--- config.mk ---
export PLATFORM = sky130hd
export DESIGN_NAME = mem_arbiter_flat
export DESIGN_NICKNAME = d
export VERILOG_FILES = /design/src/rtl/mem_arbiter_pkg.sv /design/src/rtl/mem_arbiter_if.sv /design/src/rtl/mem_arbiter_arb_pick.sv /design/src/rtl/mem_arbiter.sv /design/src/flat_wrapper.sv
export SDC_FILE = /design/constraint.sdc
export NUM_CORES = 1
export LEC_CHECK = 0
export ABC_AREA = 1
export CORE_MARGIN = 8
export CORE_UTILIZATION = 42
export CTS_BUF_LIST = sky130_fd_sc_hd__clkbuf_4
export DETAILED_ROUTE_END_ITERATION = 7
export PLACE_DENSITY = 0.82
export SYNTH_ARGS = -nofsm -noshare
export SYNTH_HDL_FRONTEND = slang
export SYNTH_SLANG_ARGS = --single-unit
--- constraint.sdc ---
create_clock -name clk -period 2.1 [get_ports clk]
set_input_delay 0.315 -clock clk [delete_from_list [all_inputs] [get_ports clk]]
set_output_delay 0.315 -clock clk [all_outputs]
set_load 0.01 [all_outputs]
--- src/rtl/mem_arbiter_pkg.sv ---
// Shared encodings for the memory arbiter: FSM states, grant values and the read data returned on a bus error.
package mem_arbiter_pkg;

    typedef enum logic [1:0] {
        ARB_IDLE   = 2'd0,
        ARB_WAIT_I = 2'd1,
        ARB_WAIT_D = 2'd2
    } arb_state_e;

    localparam logic GNT_I = 1'b0;
    localparam logic GNT_D = 1'b1;

    localparam logic [31:0] BUS_ERR_RDATA = 32'h0;

    function automatic logic is_wait_state(arb_state_e s);
        return (s == ARB_WAIT_I) || (s == ARB_WAIT_D);
    endfunction

endpackage

--- src/rtl/mem_arbiter_if.sv ---
// Bundle of the fetch, data and memory ports around the arbiter.
// master = the arbiter itself, slave = the pipeline stages plus the backing store.
interface mem_arbiter_if #(
    parameter int ADDR_W = 32,
    parameter int DATA_W = 32
);
    logic              i_req;
    logic [ADDR_W-1:0] i_addr;
    logic [DATA_W-1:0] i_rdata;
    logic              i_ready;

    logic              d_req;
    logic              d_we;
    logic [ADDR_W-1:0] d_addr;
    logic [DATA_W-1:0] d_wdata;
    logic [DATA_W-1:0] d_rdata;
    logic              d_ready;

    logic              m_req;
    logic              m_we;
    logic [ADDR_W-1:0] m_addr;
    logic [DATA_W-1:0] m_wdata;
    logic [DATA_W-1:0] m_rdata;
    logic              m_ack;

    logic              bus_err;

    modport master (
        input  i_req, i_addr, d_req, d_we, d_addr, d_wdata, m_rdata, m_ack,
        output i_rdata, i_ready, d_rdata, d_ready, m_req, m_we, m_addr, m_wdata, bus_err
    );

    modport slave (
        output i_req, i_addr, d_req, d_we, d_addr, d_wdata, m_rdata, m_ack,
        input  i_rdata, i_ready, d_rdata, d_ready, m_req, m_we, m_addr, m_wdata, bus_err
    );

endinterface

--- src/rtl/mem_arbiter_arb_pick.sv ---
// Combinational requester pick. MEM_ARBITER_RR_EN selects round-robin on conflicts;
// the default build gives the data requester fixed priority.
module arb_pick
    import mem_arbiter_pkg::*;
(
    input  logic i_req,
    input  logic d_req,
    input  logic last_grant,
    output logic grant,
    output logic valid
);

    always_comb begin
        valid = i_req | d_req;
        // With no requester the grant parks on the last one served; valid gates its use.
        grant = last_grant;
`ifdef MEM_ARBITER_RR_EN
        if (i_req && d_req) begin
            grant = ~last_grant;
        end else if (d_req) begin
            grant = GNT_D;
        end else if (i_req) begin
            grant = GNT_I;
        end
`else
        if (d_req) begin
            grant = GNT_D;
        end else if (i_req) begin
            grant = GNT_I;
        end
`endif
    end

endmodule

--- src/rtl/mem_arbiter.sv ---
// Serialises fetch and data requests onto one req/ack memory port with a hung-memory watchdog.
// Arbitration policy comes from arb_pick, controlled by MEM_ARBITER_RR_EN.
module mem_arbiter
    import mem_arbiter_pkg::*;
#(
    parameter int ADDR_W   = 32,
    parameter int DATA_W   = 32,
    parameter int MAX_WAIT = 255
) (
    input  logic          clk,
    input  logic          reset,
    mem_arbiter_if.master bus
);

    localparam int              CNT_W    = $clog2(MAX_WAIT + 1);
    localparam logic [CNT_W-1:0] CNT_LAST = CNT_W'(MAX_WAIT - 1);

    arb_state_e        state_q, state_d;
    logic [CNT_W-1:0]  cnt_q, cnt_d;
    logic              last_grant_q, last_grant_d;
    logic              m_req_q, m_req_d;
    logic              m_we_q, m_we_d;
    logic [ADDR_W-1:0] m_addr_q, m_addr_d;
    logic [DATA_W-1:0] m_wdata_q, m_wdata_d;
    logic              i_ready_q, i_ready_d;
    logic [DATA_W-1:0] i_rdata_q, i_rdata_d;
    logic              d_ready_q, d_ready_d;
    logic [DATA_W-1:0] d_rdata_q, d_rdata_d;
    logic              bus_err_q, bus_err_d;

    logic pick_grant;
    logic pick_valid;
    logic wait_fetch;

    arb_pick u_pick (
        .i_req      (bus.i_req),
        .d_req      (bus.d_req),
        .last_grant (last_grant_q),
        .grant      (pick_grant),
        .valid      (pick_valid)
    );

    assign wait_fetch = (state_q == ARB_WAIT_I);

    always_comb begin
        state_d      = state_q;
        cnt_d        = cnt_q;
        last_grant_d = last_grant_q;
        m_req_d      = m_req_q;
        m_we_d       = m_we_q;
        m_addr_d     = m_addr_q;
        m_wdata_d    = m_wdata_q;
        // Ready, read data and bus error are single-cycle pulses.
        i_ready_d    = 1'b0;
        i_rdata_d    = '0;
        d_ready_d    = 1'b0;
        d_rdata_d    = '0;
        bus_err_d    = 1'b0;

        if (state_q == ARB_IDLE) begin
            if (pick_valid) begin
                m_req_d      = 1'b1;
                cnt_d        = '0;
                last_grant_d = pick_grant;
                if (pick_grant == GNT_D) begin
                    state_d   = ARB_WAIT_D;
                    m_we_d    = bus.d_we;
                    m_addr_d  = bus.d_addr;
                    m_wdata_d = bus.d_wdata;
                end else begin
                    state_d   = ARB_WAIT_I;
                    m_we_d    = 1'b0;
                    m_addr_d  = bus.i_addr;
                    m_wdata_d = '0;
                end
            end
        end else if (is_wait_state(state_q)) begin
            if (bus.m_ack) begin
                state_d   = ARB_IDLE;
                m_req_d   = 1'b0;
                m_we_d    = 1'b0;
                m_addr_d  = '0;
                m_wdata_d = '0;
                if (wait_fetch) begin
                    i_ready_d = 1'b1;
                    i_rdata_d = bus.m_rdata;
                end else begin
                    d_ready_d = 1'b1;
                    d_rdata_d = m_we_q ? '0 : bus.m_rdata;
                end
            end else if (cnt_q == CNT_LAST) begin
                // Watchdog: an ack on the limit cycle still wins above, so this is a true hang.
                state_d   = ARB_IDLE;
                m_req_d   = 1'b0;
                m_we_d    = 1'b0;
                m_addr_d  = '0;
                m_wdata_d = '0;
                bus_err_d = 1'b1;
                if (wait_fetch) begin
                    i_ready_d = 1'b1;
                    i_rdata_d = DATA_W'(BUS_ERR_RDATA);
                end else begin
                    d_ready_d = 1'b1;
                    d_rdata_d = DATA_W'(BUS_ERR_RDATA);
                end
            end else begin
                cnt_d = cnt_q + 1'b1;
            end
        end else begin
            state_d = ARB_IDLE;
            m_req_d = 1'b0;
        end
    end

    always_ff @(posedge clk) begin
        if (reset) begin
            state_q      <= ARB_IDLE;
            cnt_q        <= '0;
            last_grant_q <= GNT_I;
            m_req_q      <= 1'b0;
            m_we_q       <= 1'b0;
            m_addr_q     <= '0;
            m_wdata_q    <= '0;
            i_ready_q    <= 1'b0;
            i_rdata_q    <= '0;
            d_ready_q    <= 1'b0;
            d_rdata_q    <= '0;
            bus_err_q    <= 1'b0;
        end else begin
            state_q      <= state_d;
            cnt_q        <= cnt_d;
            last_grant_q <= last_grant_d;
            m_req_q      <= m_req_d;
            m_we_q       <= m_we_d;
            m_addr_q     <= m_addr_d;
            m_wdata_q    <= m_wdata_d;
            i_ready_q    <= i_ready_d;
            i_rdata_q    <= i_rdata_d;
            d_ready_q    <= d_ready_d;
            d_rdata_q    <= d_rdata_d;
            bus_err_q    <= bus_err_d;
        end
    end

    assign bus.m_req   = m_req_q;
    assign bus.m_we    = m_we_q;
    assign bus.m_addr  = m_addr_q;
    assign bus.m_wdata = m_wdata_q;
    assign bus.i_ready = i_ready_q;
    assign bus.i_rdata = i_rdata_q;
    assign bus.d_ready = d_ready_q;
    assign bus.d_rdata = d_rdata_q;
    assign bus.bus_err = bus_err_q;

endmodule

--- src/flat_wrapper.sv ---
// flat-port wrapper written by rule: the top's interface ports become plain ports
module mem_arbiter_flat import mem_arbiter_pkg::*;
#(
    parameter int ADDR_W   = 32,
    parameter int DATA_W   = 32,
    parameter int MAX_WAIT = 255
)
  (clk, reset, bus_i_req, bus_i_addr, bus_d_req, bus_d_we, bus_d_addr, bus_d_wdata, bus_m_rdata, bus_m_ack, bus_i_rdata, bus_i_ready, bus_d_rdata, bus_d_ready, bus_m_req, bus_m_we, bus_m_addr, bus_m_wdata, bus_bus_err);
  mem_arbiter_if #(.ADDR_W(ADDR_W), .DATA_W(DATA_W)) bus_i ();
  input  logic clk;
  input  logic reset;
  input wire logic [$bits(bus_i.i_req)-1:0] bus_i_req;
  input wire logic [$bits(bus_i.i_addr)-1:0] bus_i_addr;
  input wire logic [$bits(bus_i.d_req)-1:0] bus_d_req;
  input wire logic [$bits(bus_i.d_we)-1:0] bus_d_we;
  input wire logic [$bits(bus_i.d_addr)-1:0] bus_d_addr;
  input wire logic [$bits(bus_i.d_wdata)-1:0] bus_d_wdata;
  input wire logic [$bits(bus_i.m_rdata)-1:0] bus_m_rdata;
  input wire logic [$bits(bus_i.m_ack)-1:0] bus_m_ack;
  output wire logic [$bits(bus_i.i_rdata)-1:0] bus_i_rdata;
  output wire logic [$bits(bus_i.i_ready)-1:0] bus_i_ready;
  output wire logic [$bits(bus_i.d_rdata)-1:0] bus_d_rdata;
  output wire logic [$bits(bus_i.d_ready)-1:0] bus_d_ready;
  output wire logic [$bits(bus_i.m_req)-1:0] bus_m_req;
  output wire logic [$bits(bus_i.m_we)-1:0] bus_m_we;
  output wire logic [$bits(bus_i.m_addr)-1:0] bus_m_addr;
  output wire logic [$bits(bus_i.m_wdata)-1:0] bus_m_wdata;
  output wire logic [$bits(bus_i.bus_err)-1:0] bus_bus_err;
  assign bus_i.i_req = bus_i_req;
  assign bus_i.i_addr = bus_i_addr;
  assign bus_i.d_req = bus_d_req;
  assign bus_i.d_we = bus_d_we;
  assign bus_i.d_addr = bus_d_addr;
  assign bus_i.d_wdata = bus_d_wdata;
  assign bus_i.m_rdata = bus_m_rdata;
  assign bus_i.m_ack = bus_m_ack;
  assign bus_i_rdata = bus_i.i_rdata;
  assign bus_i_ready = bus_i.i_ready;
  assign bus_d_rdata = bus_i.d_rdata;
  assign bus_d_ready = bus_i.d_ready;
  assign bus_m_req = bus_i.m_req;
  assign bus_m_we = bus_i.m_we;
  assign bus_m_addr = bus_i.m_addr;
  assign bus_m_wdata = bus_i.m_wdata;
  assign bus_bus_err = bus_i.bus_err;
  mem_arbiter #(.ADDR_W(ADDR_W), .DATA_W(DATA_W), .MAX_WAIT(MAX_WAIT)) u_core (.clk(clk), .reset(reset), .bus(bus_i));
endmodule
==> impl_metrics.csv, run 1 <==
group,metric,value,unit
run_status,status,"completed",
floorplan,start_util,43.0,%
timing,timing.setup.tns,0,ps
routing,vias,5665,
logic_synthesis,netlist_area,0.00569,mm^2
place,dp_cells,1236,
logic_synthesis,synth-edff-count,0,
routing,drc,0,
clocking,cts.clk_slew.worst_paths,130,ps
grt,grt_start_max_net_pins,87,
logic_synthesis,yosysMostFrequentCell,"nand2_1",
place,gp_congestion,0.847,
critical_path,cp.required,2560,ps
timing,finalHoldViolCount,0,
clocking,clock_latency,540,ps
logic_synthesis,post-synth-top-area-cell,"dfxtp_1",
floorplan,die_w,132,um
grt,gr-total-overflow,0,
clocking,cts.sinks,144,
logic_synthesis,yosys-top-cells-area,"dfxtp_1, nand2_1, nor2_1, inv_1, nand3_1",
job,maxCapViolCount,0,
grt,met3_usage,7.99,%
logic_synthesis,ys_seq_area_share,50.6,%
logic_synthesis,yosysUniqueCellTypes,21,
power,pwr-share-seq,45.4,%
power,power_density,773,mW/mm^2
power,swShare,33.1,%
clocking,clockBufferDepth,2,
routing,postRouteAntennaNets,0,
critical_path,crit_chain,"inv_1 > ha_1 > inv_2 > nand2_1 > nand2_2 > buf_4 > nand3_1 > nand2_2 > inv_1 > nand2_1 > nand2_1",
final_layout,multi_input_area,0.00218,mm^2
logic_synthesis,yosys_warnings,0,
critical_path,path_max_fanout,15,
clocking,cts-root-buf,"clkbuf_4",
critical_path,cpPeakStageDelay,400,ps
clocking,cts_buffers,17,
logic_synthesis,synth_seq_cells,144,
critical_path,critical_path_class,"reg -> reg",
final_layout,drive_gt1_share,5.30,%
power,p_sw,2.25,mW
critical_path,crit_path_end_kind,"flop",
timing,setup_viol,0,
place,dp_hpwl,13.5,mm
timing,fin_crit,1910,ps
timing,maxSlewViolCount,0,
grt,antenna_found_initial,1,
final_layout,num-fill-cells,1159,
timing,worstMarginPinSlew,455,ps
critical_path,cp-start-kind,"flop",
logic_synthesis,yosys-top-cells-count,"nand2_1, nor2_1, dfxtp_1",
timing,relSlewSlack,69.7,%
hold_path,min_path_type,"in -> reg",
routing,avgViaCountPerCell,4.46,
floorplan,core_area,0.0132,mm^2
critical_path,critPathSlowestCell,"dfxtp_1",
timing,rsz0062_at_grt,"no",
power,p_int,4.56,mW
grt,grt_pass1_vias,5325,
routing,wl_per_cell,13.9,um
critical_path,cp.arrival,2370,ps
grt,met1_usage,21.6,%
timing,fmax,0.523,GHz
grt,grtUsageTotal,20.0,%
timing,clock-skew-final,19.9,ps
logic_synthesis,synth_top_cell_area_share,50.6,%
floorplan,fp-row-count,42,
floorplan,die_y,132,um
logic_synthesis,synth_ff_type,"dfxtp_1",
floorplan,boundaryPins,267,
logic_synthesis,async_flop_share,0,%
logic_synthesis,syn_nets,958,
routing,dr.pass1.iters,4,
routing,drt-total-wl,17.6,mm
power,peakVddDrop,0.000465,V
final_layout,final_cells,1271,
place,io_buffers,266,
power,p_clk_share,25.1,%
final_layout,syn_to_final_growth,54.7,%
power,combinationalPowerShare,29.5,%
clocking,h-tree-depth,4,
grt,top_usage_layer,"met2",
timing,fin_crit_sh,91.1,%
clocking,hold_buffers,0,
clocking,tritoncts,"yes",
routing,drt-initial-drc-count,319,
power,p_leak,4.07,nW
grt,gr-usage-met2,34.8,%
logic_synthesis,syn-mean-instance-area,6.95,um^2
final_layout,regArea,0.00288,mm^2
critical_path,crit_top_cell,"nand2_1",
grt,grt_pass1_wl,28.2,mm
floorplan,die-area,0.0175,mm^2
final_layout,nNetsFinal,1220,
logic_synthesis,synth_cells,819,
==> worst max-delay path, delay by kind of cell, from the launching register on <==
kind          cells  cell delay [ps]
flops             1              400
simple gates      6              600
fa+ha+maj         1              320
buf+inv           4              490
==> area by class of cell <==
| type | count | share of cell area (%) |
|---|---|---|
| clock inverter | 15 | 1.63 |
| clock buffer | 17 | 1.45 |
| multi-input combinational | 525 | 24.7 |
| tap | 176 | 2.50 |
| antenna | 1 | 0.0284 |
| inverter | 110 | 4.69 |
| sequential | 144 | 32.7 |
| timing repair buffer | 283 | 32.2 |
==> power by group through the flow <==
stage	logic [mW]	clock network (mW)	registers (mW)
after detailed placement	2.01	0	3.15
final	2.01	1.71	3.09
after CTS	2.01	1.76	3.10
after global placement	1.98	0	3.14
after global routing	2.23	1.91	3.13
after floorplan	0.979	0	3.25
==> through the flow <==
stage	worst slack, ps	hold WS [ps]	util (%)	cell area (um^2)	total power [mW]
final	186	302	66.5	8810	6.81
after global routing	49.2	243	66.5	8810	7.26
after CTS	106	257	66.4	8790	6.87
after detailed placement	128	455	64.3	8520	5.16
after global placement	197	448	64.3	8520	5.12
after floorplan	524	394	-	5690	4.23
==> cell usage in the layout, fill, tap and decap left out, types with 5 or more instances in the layout <==
cell | synthesis | final
a21oi_1 | 41 | 41
buf_4 | 1 | 13
clkbuf_4 | 0 | 17
clkdlybuf4s50_1 | 0 | 266
dfxtp_1 | 144 | 144
ha_1 | 5 | 5
inv_1 | 107 | 107
inv_6 | 0 | 7
nand2_1 | 243 | 242
nand3_1 | 47 | 47
nor2_1 | 172 | 172
==> cell families after synthesis <==
family	count (synthesis)	share of synthesized area (%)
compound gates	47	4.24
fa+ha+maj	5	1.10
buf+inv	150	11.2
flops	144	50.6
simple gates	473	32.9
==> repair_timing <==
item | in CTS | in global routing
setup buffers | 0 | 2
gates resized for setup | 0 | 1
endpoints found under the setup margin | 0 | 4
==> final timing paths <==
path / cells after the start / slack [ps] / start / to
setup / recovery: 11 / 190 / u_core.state_q[0] / u_core.cnt_q[1]
hold / removal: 3 / 300 / bus_m_rdata[23] / u_core.bus.d_rdata[23]
setup reg to reg: 11 / 190 / u_core.state_q[0] / u_core.cnt_q[1]
hold reg to reg: 2 / 470 / u_core.bus.m_wdata[23] / u_core.bus.m_wdata[23]
==> layer usage <==
layer  vias up  part of all wire, %
met4         0                  2.0
met3        23                  8.1
li1       2968                    -
met2       183                   50
met5         -                    0
met1      2491                   40
==> registers in the layout (all words and copies together) (netlist names) <==
| signal | cells |
|---|---|
| u_core.bus.i_ready | 1 |
| u_core.bus.m_wdata | 32 |
| u_core.bus.m_addr | 32 |
| u_core.last_grant_q | 1 |
| u_core.state_q | 2 |
| u_core.bus.bus_err | 1 |
| u_core.bus.i_rdata | 32 |
| u_core.bus.m_we | 1 |
| u_core.cnt_q | 8 |
| u_core.bus.m_req | 1 |
| u_core.bus.d_rdata | 32 |
| u_core.bus.d_ready | 1 |
Power figures use the tool's default switching activity.
==> run 2, diff against run 1 <==
--- a/config.mk
+++ b/config.mk
@@ -10,7 +10,10 @@
 export CORE_UTILIZATION = 42
 export CTS_BUF_LIST = sky130_fd_sc_hd__clkbuf_4
 export DETAILED_ROUTE_END_ITERATION = 7
+export GPL_ROUTABILITY_DRIVEN = 1
+export MAX_ROUTING_LAYER = met4
 export PLACE_DENSITY = 0.82
 export SYNTH_ARGS = -nofsm -noshare
 export SYNTH_HDL_FRONTEND = slang
 export SYNTH_SLANG_ARGS = --single-unit
+export TNS_END_PERCENT = 50
==> impl_metrics.csv, run 2 (same netlist as run 1, synthesis figures left out) <==
group,metric,value,unit
grt,grtUsageTotal,20.6,%
final_layout,final_common_cell,"clkdlybuf4s50_1",
clocking,clockBufferDepth,2,
floorplan,fp-row-count,42,
final_layout,design_area,0.00879,mm^2
clocking,cts_buffers,17,
power,combinationalPowerShare,29.4,%
run_status,status,"completed",
floorplan,start_util,43.0,%
clocking,cts.clk_slew.worst_paths,130,ps
clocking,clock_latency,540,ps
timing,relSlewSlack,69.0,%
power,pwr-share-seq,45.5,%
timing,fmax,0.513,GHz
place,dp_cells,1236,
floorplan,die_w,132,um
routing,drt-total-wl,17.7,mm
place,gp_congestion,0.860,
timing,fin_worst_hold_slack,306,ps
critical_path,cpPeakStageDelay,400,ps
grt,antenna_found_initial,1,
critical_path,path_max_fanout,15,
timing,rsz0062_at_grt,"no",
power,p_clk_share,25.1,%
timing,timing.setup.tns,0,ps
routing,drt-initial-drc-count,339,
critical_path,critPathSlowestCell,"dfxtp_1",
clocking,tritoncts,"yes",
timing,layout_setup_ws,150,ps
place,place_area,0.00852,mm^2
final_layout,syn_to_final_growth,54.4,%
critical_path,cp-start-kind,"flop",
floorplan,die_y,132,um
critical_path,worst-path-buf-inv,4,
routing,postRouteAntennaNets,0,
power,swShare,33.1,%
timing,fin_crit,1950,ps
routing,drc,0,
clocking,postCtsSetupBuffers,0,
floorplan,core_area,0.0132,mm^2
hold_path,min_path_type,"in -> reg",
power,power_density,773,mW/mm^2
power,p_int,4.55,mW
routing,vias,5665,
floorplan,boundaryPins,267,
final_layout,final_cells,1269,
clocking,cts-root-buf,"clkbuf_4",
power,peakVddDrop,0.000465,V
critical_path,cp.required,2550,ps
grt,gr-total-overflow,0,
floorplan,die-area,0.0175,mm^2
routing,dr.pass1.iters,5,
place,dp_hpwl,13.5,mm
power,p_sw,2.25,mW
grt,grt_pass1_wl,28.1,mm
timing,worstMarginPinSlew,465,ps
critical_path,cp.arrival,2400,ps
timing,finalHoldViolCount,0,
clocking,h-tree-depth,4,
grt,grt_pass1_vias,5353,
critical_path,critical_path_class,"reg -> reg",
power,p_leak,4.06,nW
job,maxCapViolCount,0,
routing,wl_per_cell,13.9,um
clocking,cts.sinks,144,
timing,fin_crit_sh,92.8,%
place,io_buffers,266,
timing,clock-skew-final,21.3,ps
timing,setup_viol,0,
grt,grt_start_max_net_pins,87,
final_layout,drive_gt1_share,5.13,%
critical_path,crit_path_end_kind,"flop",
timing,maxSlewViolCount,0,
final_layout,nNetsFinal,1218,
routing,avgViaCountPerCell,4.46,
place,place_ws,128,ps
critical_path,crit_family,"simple AND/OR/NAND/NOR gates",
critical_path,crit_top_cell,"nand2_1",
final_layout,layout_common_cells,"clkdlybuf4s50_1, nand2_1, nor2_1, dfxtp_1, inv_1",
critical_path,crit_chain,"inv_1 > ha_1 > inv_2 > nand2_1 > nand2_2 > buf_4 > nand3_1 > nand2_2 > inv_1 > nand2_1 > nand2_1",
run 2: cell types whose count changed in the layout (fill, tap and decap cells not counted):
cell	previous run	this run
buf_4	13	11
run 2: power groups by stage:
stage | Combinational [mW] | Clock [mW] | Sequential (mW)
floorplan | 0.979 | 0 | 3.25
global placement | 1.98 | 0 | 3.14
detailed placement | 2.01 | 0 | 3.15
CTS | 2.01 | 1.76 | 3.10
global route | 2.22 | 1.91 | 3.13
finish | 2.00 | 1.71 | 3.09
run 2: area by class of cell:
| cell class | count | area [um^2] |
|---|---|---|
| fill | 1160 | 4450 |
| inverter | 110 | 413 |
| multi-input combinational | 525 | 2180 |
| antenna | 1 | 2.50 |
| sequential | 144 | 2880 |
| clock inverter | 15 | 144 |
| timing repair buffer | 281 | 2830 |
| clock buffer | 17 | 128 |
| tap | 176 | 220 |
run 2: final timing paths:
check	startpoint	to	slack, ps	depth (start not counted)
max reg2reg	u_core.state_q[0]	u_core.cnt_q[1]	150	11
min reg2reg	u_core.bus.m_wdata[23]	u_core.bus.m_wdata[23]	470	2
min	bus_m_rdata[23]	u_core.bus.d_rdata[23]	310	3
max	u_core.state_q[0]	u_core.cnt_q[1]	150	11
run 2: tightest hold or removal path: cells and delay by family:
kind / cells / cell delay, ps
and+or+nand+nor: 1 / 40
buffers and inverters: 2 / 470
run 2: stage by stage:
step | util, % | power (mW)
floorplan | - | 4.23
global placement | 64.3 | 5.12
detailed placement | 64.3 | 5.16
CTS | 66.4 | 6.87
global route | 66.4 | 7.25
finish | 66.4 | 6.80
run 2: repair_timing:
item	in CTS	in global routing
hold buffers	0	0
gates resized for setup	0	1
setup endpoints to repair	0	4
run 2: per-layer routing:
metal / wire length (um) / GRT usage [%] / up-vias
met3: 1230 / 7.57 / 22
met2: 8760 / 34.7 / 180
met5: 0 / - / -
li1: - / - / 2965
met1: 7350 / 21.9 / 2498
met4: 351 / 6.75 / 0
